`config.mk`:
```
export PLATFORM = sky130hd
export DESIGN_NAME = dmem_arbiter
export DESIGN_NICKNAME = d
export VERILOG_FILES = /design/src/rtl/dmem_arbiter.sv
export SDC_FILE = /design/constraint.sdc
export NUM_CORES = 1
export LEC_CHECK = 0
export CORE_MARGIN = 5
export CORE_UTILIZATION = 45
export CTS_BUF_LIST = sky130_fd_sc_hd__clkbuf_4 sky130_fd_sc_hd__clkbuf_8
export CTS_CLUSTER_SIZE = 8
export DETAILED_ROUTE_END_ITERATION = 16
export PLACE_DENSITY = 0.95
export SYNTH_ARGS = -nofsm -noshare
export SYNTH_HDL_FRONTEND = slang
export SYNTH_SLANG_ARGS = --single-unit
```
`constraint.sdc`:
```
create_clock -name clk -period 5.38 [get_ports clk]
set_input_delay 0.807 -clock clk [delete_from_list [all_inputs] [get_ports clk]]
set_output_delay 0.807 -clock clk [all_outputs]
set_load 0.01 [all_outputs]
```
`src/rtl/dmem_arbiter.sv`:
```
// dmem_arbiter
// Shares one single-port data memory between the CPU load/store path and an
// external burst master. The CPU owns the port by default. A pending external
// request takes the port when the CPU is idle, or once the CPU has won
// MAX_CPU_RUN consecutive cycles while the request waited. After acceptance,
// an external burst runs to completion, one beat per cycle, and stalls the CPU.
//
// Ports
//   clk, reset                 clock, asynchronous active-high reset
//   cpu_req/we/addr/wdata      CPU access request (byte address, 16-bit data)
//   cpu_rdata, cpu_stall       load data (pass-through), access-not-done flag
//   ext_valid/we/addr/len      burst request (len = beats minus one)
//   ext_wdata                  write data for the current beat
//   ext_ready, ext_beat        accept pulse, beat-performed flag
//   ext_rvalid, ext_rdata      registered read data, one cycle after a read beat
//   mem_addr/wdata/we/re       memory port, mem_rdata combinational read data
module dmem_arbiter #(
   parameter int MAX_CPU_RUN = 8
) (
   input  logic        clk,
   input  logic        reset,
   input  logic        cpu_req,
   input  logic        cpu_we,
   input  logic [15:0] cpu_addr,
   input  logic [15:0] cpu_wdata,
   output logic [15:0] cpu_rdata,
   output logic        cpu_stall,
   input  logic        ext_valid,
   input  logic        ext_we,
   input  logic [15:0] ext_addr,
   input  logic [3:0]  ext_len,
   input  logic [15:0] ext_wdata,
   output logic        ext_ready,
   output logic        ext_beat,
   output logic        ext_rvalid,
   output logic [15:0] ext_rdata,
   output logic [15:0] mem_addr,
   output logic [15:0] mem_wdata,
   output logic        mem_we,
   output logic        mem_re,
   input  logic [15:0] mem_rdata
);

   localparam logic [3:0] MAX_RUN = 4'(MAX_CPU_RUN);

   typedef enum logic {IDLE, EXT} state_t;

   state_t      state_reg, state_next;
   logic [3:0]  beat_cnt_reg, beat_cnt_next;
   logic [15:0] addr_reg, addr_next;
   logic [3:0]  starve_cnt_reg, starve_cnt_next;
   logic        ext_rvalid_reg;
   logic [15:0] ext_rdata_reg;
   logic        accept;
   logic        cpu_grant;
   logic        read_beat;

   // Acceptance is suppressed while reset is held so that no beat leaks out
   // before a fresh request is seen after release.
   assign accept = !reset && (state_reg == IDLE) && ext_valid &&
                   (!cpu_req || (starve_cnt_reg == MAX_RUN));

   always_comb begin
      state_next      = state_reg;
      beat_cnt_next   = beat_cnt_reg;
      addr_next       = addr_reg;
      starve_cnt_next = starve_cnt_reg;
      ext_ready       = 1'b0;
      ext_beat        = 1'b0;
      cpu_stall       = 1'b0;
      cpu_grant       = 1'b0;
      mem_addr        = 16'h0000;
      mem_wdata       = 16'h0000;
      mem_we          = 1'b0;
      mem_re          = 1'b0;

      case (state_reg)
         IDLE: begin
            if (accept) begin
               // First beat goes out in the accept cycle itself.
               ext_ready = 1'b1;
               ext_beat  = 1'b1;
               cpu_stall = cpu_req;
               mem_addr  = ext_addr;
               mem_wdata = ext_wdata;
               mem_we    = ext_we;
               mem_re    = ~ext_we;
               if (ext_len != 4'd0) begin
                  state_next    = EXT;
                  beat_cnt_next = ext_len;
                  addr_next     = ext_addr + 16'd2;
               end
            end else if (cpu_req) begin
               cpu_grant = 1'b1;
               mem_addr  = cpu_addr;
               mem_wdata = cpu_wdata;
               mem_we    = cpu_we;
               mem_re    = ~cpu_we;
            end
         end
         EXT: begin
            // beat_cnt counts beats still owed after the accept beat.
            ext_beat      = 1'b1;
            cpu_stall     = cpu_req;
            mem_addr      = addr_reg;
            mem_wdata     = ext_wdata;
            mem_we        = ext_we;
            mem_re        = ~ext_we;
            addr_next     = addr_reg + 16'd2;
            beat_cnt_next = beat_cnt_reg - 4'd1;
            if (beat_cnt_reg == 4'd1) begin
               state_next = IDLE;
            end
         end
         default: state_next = IDLE;
      endcase

      // Counts CPU wins against a waiting request; saturates at the limit.
      if (!ext_valid || accept) begin
         starve_cnt_next = 4'd0;
      end else if (cpu_grant && (starve_cnt_reg != MAX_RUN)) begin
         starve_cnt_next = starve_cnt_reg + 4'd1;
      end
   end

   assign read_beat = ext_beat & ~ext_we;

   always_ff @(posedge clk or posedge reset) begin
      if (reset) begin
         state_reg      <= IDLE;
         beat_cnt_reg   <= 4'd0;
         addr_reg       <= 16'h0000;
         starve_cnt_reg <= 4'd0;
         ext_rvalid_reg <= 1'b0;
         ext_rdata_reg  <= 16'h0000;
      end else begin
         state_reg      <= state_next;
         beat_cnt_reg   <= beat_cnt_next;
         addr_reg       <= addr_next;
         starve_cnt_reg <= starve_cnt_next;
         ext_rvalid_reg <= read_beat;
         if (read_beat) begin
            ext_rdata_reg <= mem_rdata;
         end
      end
   end

   assign ext_rvalid = ext_rvalid_reg;
   assign ext_rdata  = ext_rdata_reg;
   assign cpu_rdata  = mem_rdata;

endmodule

```
==> impl_metrics.toml, run 1 <==
[place]
dp_hpwl_mm = 8.18
port_buffers = 159
placed_cells = 648
routabilityCongestion = 0.881
dp_slack_ps = 1190

[yosys]
synthTopCellsByArea = "dfrtp_1 32%, nand2_1 10%, o21ai_0 7.6%"
synth_top_cell_area_share = 0.324
yosysTopAreaCell = "dfrtp_1"
async_reset_ff_frac = 1.00
ys_seq_elements = 42
syn_inst = 427
synth_common_cells = "90 x nand2_1, 49 x o21ai_0, 42 x dfrtp_1"
syn_avg_cell_area_um2 = 7.59
ys_seq_area_frac = 0.324
synth_edf_count = 0
synth_most_common_cell = "nand2_1"
syn-cell-area_um2 = 3240
ys_warn_count = 0
yosysUniqueCellTypes = 54
synth_ff_type = "dfrtp_1"
syn-num-nets = 522

[clock_tree]
cts_buffer_depth = 2
cts-root-buf = "clkbuf_8"
cts_buffers = 5
holdBufCountCts = 0
cts_tree = "done"
h-tree-depth = 2
cts.clk_slew.worst_paths_ps = 90
cts_sinks = 42
cts_resized = 0
clock_latency_ps = 300
post-cts-setup-buffer-count = 0

[worst_setup_path]
cpPeakStageDelay_ps = 580
cp-start-kind = "input pin"
critical_path_class = "in2out"
worst-path-stages = 8
cp_cell_sequence = "clkdlybuf4s50_1 > nor2b_1 > o21a_1 > or2_1 > buf_4 > nand2b_1 > o31ai_1 > clkdlybuf4s50_1"
crit_top_cell = "clkdlybuf4s50_1"
cp.buffers_inverters = 3
cp_max_fo = 37
crit_required_ps = 4570
crit_family = "buffers and inverters"
slowest_stage = "clkdlybuf4s50_1"
cp-end-kind = "output port"
rr_worst_depth = 9
critPathArrivalTime_ps = 3380

[cells_and_area]
nets = 651
antenna_cells = 0
nFillCells = 600
utilization = 0.678
layout.cells.non_filler = 656
syn_to_final_growth_pct = 49.3
drive_gt1_frac = 0.0467

[floorplanning]
row_count = 31
die-area_um2 = 9000
die_h_um = 94.9
die_w_um = 94.9
floorplan.initialDensity = 0.454
core-area_um2 = 7140
io_pins = 160

[timing]
hold_viol = 0
slew_headroom = 0.378
period_minus_slack_ps = 4190
finalCritPeriodShare = 0.778
worstMarginPinSlew_ps = 933
grt_setup_unrepaired = "false"
clock_skew_ps = 13.3
fmax_ghz = 0.239
tns_ps = 0
layout_setup_ws_ps = 1190
setup_violations = 0
slew_viol_final = 0

[pwr]
leakagePower_nw = 2.03
pwr-share-seq = 0.299
irDropWorstVdd_uv = 221
swShare = 0.422
p_comb_frac = 0.589
cell_internal_pwr_w = 0.00111
power_per_cell_area_nw_per_um2 = 398
p_switching_w = 0.000813
p_clk_frac = 0.112

[global_route]
grt_use_total = 0.231
grt_pass1_vias = 3496
grt_pass1_wl_mm = 16.8
grt_max_degree = 43
grt_overflow = 0
antenna_found_initial = 0

[routing]
routed_wl_mm = 10.7
dr_total_vias = 3573
drt_first_pass_iters = 4
detail_route.wl_per_cell_um = 16.2
viasPerCell = 5.45
ant_nets = 0
drt_drc_violations_left = 0
drt-initial-drc-count = 136

[worst_hold_path]
holdCritPathClass = "reg2reg"
holdPathStages = 1

[run_status]
status = "complete, no violations"

[run]
cap_violations = 0
==> power groups by stage <==
stage          sequential (W)  combinational [W]  clock [W]
3_5_place_dp         0.000576            0.00114          0
6_report             0.000575            0.00113   0.000215
4_1_cts              0.000570            0.00114   0.000219
5_1_grt              0.000593            0.00126   0.000230
2_1_floorplan        0.000535           0.000649          0
3_3_place_gp         0.000566            0.00109          0
==> per-stage QoR <==
| step | total power [W] | hold WS [ps] | cell area [um2] |
|---|---|---|---|
| after floorplan | 0.00118 | 479 | 3240 |
| after global placement | 0.00166 | 475 | 4740 |
| after detailed placement | 0.00171 | 480 | 4740 |
| after CTS | 0.00193 | 501 | 4840 |
| after global routing | 0.00208 | 509 | 4840 |
| final | 0.00192 | 496 | 4840 |
==> metal layers <==
layer	track usage	vias to the layer above	wire length [um]
met5	0	-	0
met4	0.0541	0	131
met3	0.0550	12	1020
met2	0.429	168	5470
met1	0.264	1659	4040
li1	-	1734	-
==> placed cells by master (no fill, tap or decap), types with 3 or more instances in the layout <==
| cell type | synthesis | routed |
|---|---|---|
| clkdlybuf4s50_1 | 0 | 159 |
| nand2_1 | 90 | 90 |
| o21ai_0 | 49 | 49 |
| dfrtp_1 | 42 | 41 |
| nor2_1 | 33 | 33 |
| a21oi_1 | 32 | 32 |
| inv_1 | 14 | 14 |
| nor3_1 | 12 | 12 |
| nand3_1 | 11 | 11 |
| mux2_1 | 10 | 10 |
| nand2b_1 | 7 | 7 |
| xor2_1 | 7 | 7 |
| mux2_2 | 7 | 7 |
| buf_4 | 17 | 6 |
| ha_1 | 5 | 5 |
| clkbuf_8 | 0 | 5 |
| mux2i_1 | 4 | 4 |
| a211oi_1 | 4 | 4 |
| nand4_1 | 3 | 3 |
| a221oi_1 | 3 | 3 |
| o31ai_1 | 3 | 3 |
| a22oi_1 | 3 | 3 |
| o21ai_1 | 3 | 3 |
==> final timing paths <==
kind                                    from           end  slack, ps
worst max-delay path               ext_valid        mem_re       1190
worst min-delay path            ext_rdata[2]  ext_rdata[2]        500
worst max register to register     state_reg  addr_reg[15]       2010
worst min register to register  ext_rdata[2]  ext_rdata[2]        500
max in group asynchronous              reset     state_reg       3630
min in group asynchronous              reset  ext_rdata[9]        930
==> worst register-to-register path: stages (launching register included) <==
cell and delay, ps:
dfrtp_2 790, buf_4 470, nand2_1 130, o21ai_0 120, ha_1 340, nand4_1 110, nor3_1 570, o211ai_1 290
a211o_1 320, o211a_1 120
==> cell families (layout without fill, tap and decap cells) <==
family          count (synthesis)  count (layout)  share of synthesized area
flops                          42              42                      0.324
xor+xnor                        9               9                     0.0243
buf+inv                        57             187                     0.0961
mux                            21              21                     0.0714
compound gates                119             119                      0.219
simple gates                  174             174                      0.246
fa+ha+maj                       5               5                     0.0193
==> final cells by class <==
class | instances | area, um2 | share of cell area
Clock buffer | 5 | 68.8 | 0.0142
Clock inverter | 3 | 25.0 | 0.00517
Inverter | 14 | 52.6 | 0.0109
Multi-Input combinational cell | 328 | 1880 | 0.388
Sequential cell | 42 | 1050 | 0.218
Tap cell | 99 | 124 | 0.0256
Timing Repair Buffer | 165 | 1640 | 0.338
No activity file was read; power rests on OpenSTA's default activity.
==> run 2: changes to the inputs <==
- CORE_UTILIZATION: 45 -> 42
- PLACE_DENSITY: 0.95 -> 0.93
- clock period: 5.38 -> 4.05 ns (I/O delays scaled with it)
==> impl_metrics.toml, run 2 (synthesis gave the netlist of run 1 again) <==
[run_status]
status = "complete, no violations"

[global_route]
grt_use_total = 0.224
grt_overflow = 0
grt_pass1_wl_mm = 17.7
grt_pass1_vias = 3579
antenna_found_initial = 0
grt_max_degree = 38

[routing]
ant_nets = 0
detail_route.wl_per_cell_um = 16.6
dr_total_vias = 3575
drt-initial-drc-count = 182
viasPerCell = 5.40
drt_drc_violations_left = 0
drt_first_pass_iters = 5
routed_wl_mm = 11.0

[cells_and_area]
antenna_cells = 0
drive_gt1_frac = 0.0518
nets = 654
syn_to_final_growth_pct = 50.5
utilization = 0.641
layout_commonest_cell = "clkdlybuf4s50_1"
final_cell_mix = "159 x clkdlybuf4s50_1, 90 x nand2_1, 49 x o21ai_0"

[place]
port_buffers = 159
routabilityCongestion = 0.890
dp_hpwl_mm = 8.61
dp_slack_ps = 688

[timing]
tns_ps = 0
worstMarginPinSlew_ps = 1110
period_minus_slack_ps = 3310
fmax_ghz = 0.302
clock_skew_ps = 7.85
slew_headroom = 0.256
grt_setup_unrepaired = "false"
finalCritPeriodShare = 0.818
layout_setup_ws_ps = 735
hold_viol = 0
setup_violations = 0
slew_viol_final = 0

[worst_hold_path]
holdPathStages = 1
holdCritPathClass = "reg2reg"

[worst_setup_path]
worst-path-stages = 8
cp.buffers_inverters = 3
critPathArrivalTime_ps = 2710
cp_cell_sequence = "clkdlybuf4s50_1 > nor2b_1 > o21a_1 > or2_1 > buf_4 > nand2b_1 > o31ai_1 > clkdlybuf4s50_1"
crit_required_ps = 3440
cpPeakStageDelay_ps = 590
crit_top_cell = "clkdlybuf4s50_1"
cp_max_fo = 37
cp-start-kind = "input pin"
critical_path_class = "in2out"
rr_worst_depth = 8
cp-end-kind = "output port"
slowest_stage = "clkdlybuf4s50_1"
crit_family = "buffers and inverters"

[clock_tree]
clock_latency_ps = 300
cts_sinks = 42
cts_buffer_depth = 2
post-cts-setup-buffer-count = 0
cts-root-buf = "clkbuf_8"
holdBufCountCts = 0
cts.clk_slew.worst_paths_ps = 80
cts_resized = 0
cts_buffers = 5
h-tree-depth = 2
cts_tree = "done"

[floorplanning]
die_h_um = 97.8
io_pins = 160
core-area_um2 = 7610
floorplan.initialDensity = 0.426
row_count = 32
die-area_um2 = 9570
die_w_um = 97.8

[pwr]
fin_total_pwr_w = 0.00262
power_per_cell_area_nw_per_um2 = 537
leakagePower_nw = 2.05
irDropWorstVdd_uv = 377

[run]
cap_violations = 0
==> run 2: cell types whose count changed in the layout (fill, tap and decap cells not counted), sizes merged <==
cell	change
bufinv	+1
buf	+3
clkinvlp	-1
inv	-1
clkinv	+1
==> run 2: worst paths after layout <==
kind	startpoint	to	slack, ps
max	ext_valid	mem_re	740
min	ext_rdata[2]	ext_rdata[2]	490
max reg2reg	state_reg	addr_reg[15]	1160
min reg2reg	ext_rdata[2]	ext_rdata[2]	490
max in group asynchronous	reset	ext_rdata[15]	2360
min in group asynchronous	reset	starve_cnt_reg[0]	890
==> run 2: through the flow <==
stage,hold slack [ps],instances,area (um2)
floorplan,479,427,3240
global placement,474,654,4770
detailed placement,481,654,4770
CTS,499,662,4880
global route,510,662,4880
finish,494,662,4880
==> run 2: cell type report <==
cell class / instances / area, um2
inverter: 14 / 52.6
clock buffer: 5 / 68.8
sequential: 42 / 1050
clock inverter: 3 / 40.0
fill: 626 / 2730
tap: 102 / 128
timing repair buffer: 168 / 1660
multi-input combinational: 328 / 1880
==> run 2: routing by layer <==
layer,vias to the layer above,routed length (um),GRT usage
li1,1738,-,-
met4,0,293,0.0735
met5,-,0,0
met3,22,784,0.0486
met2,164,5550,0.403
met1,1651,4370,0.263
==> run 2: where the power goes <==
group / internal, W / switching, W / total [W]
registers: 0.000575 / 0.000182 / 0.000756
clock network: 0.000182 / 0.000154 / 0.000336
logic: 0.000788 / 0.000740 / 0.00153
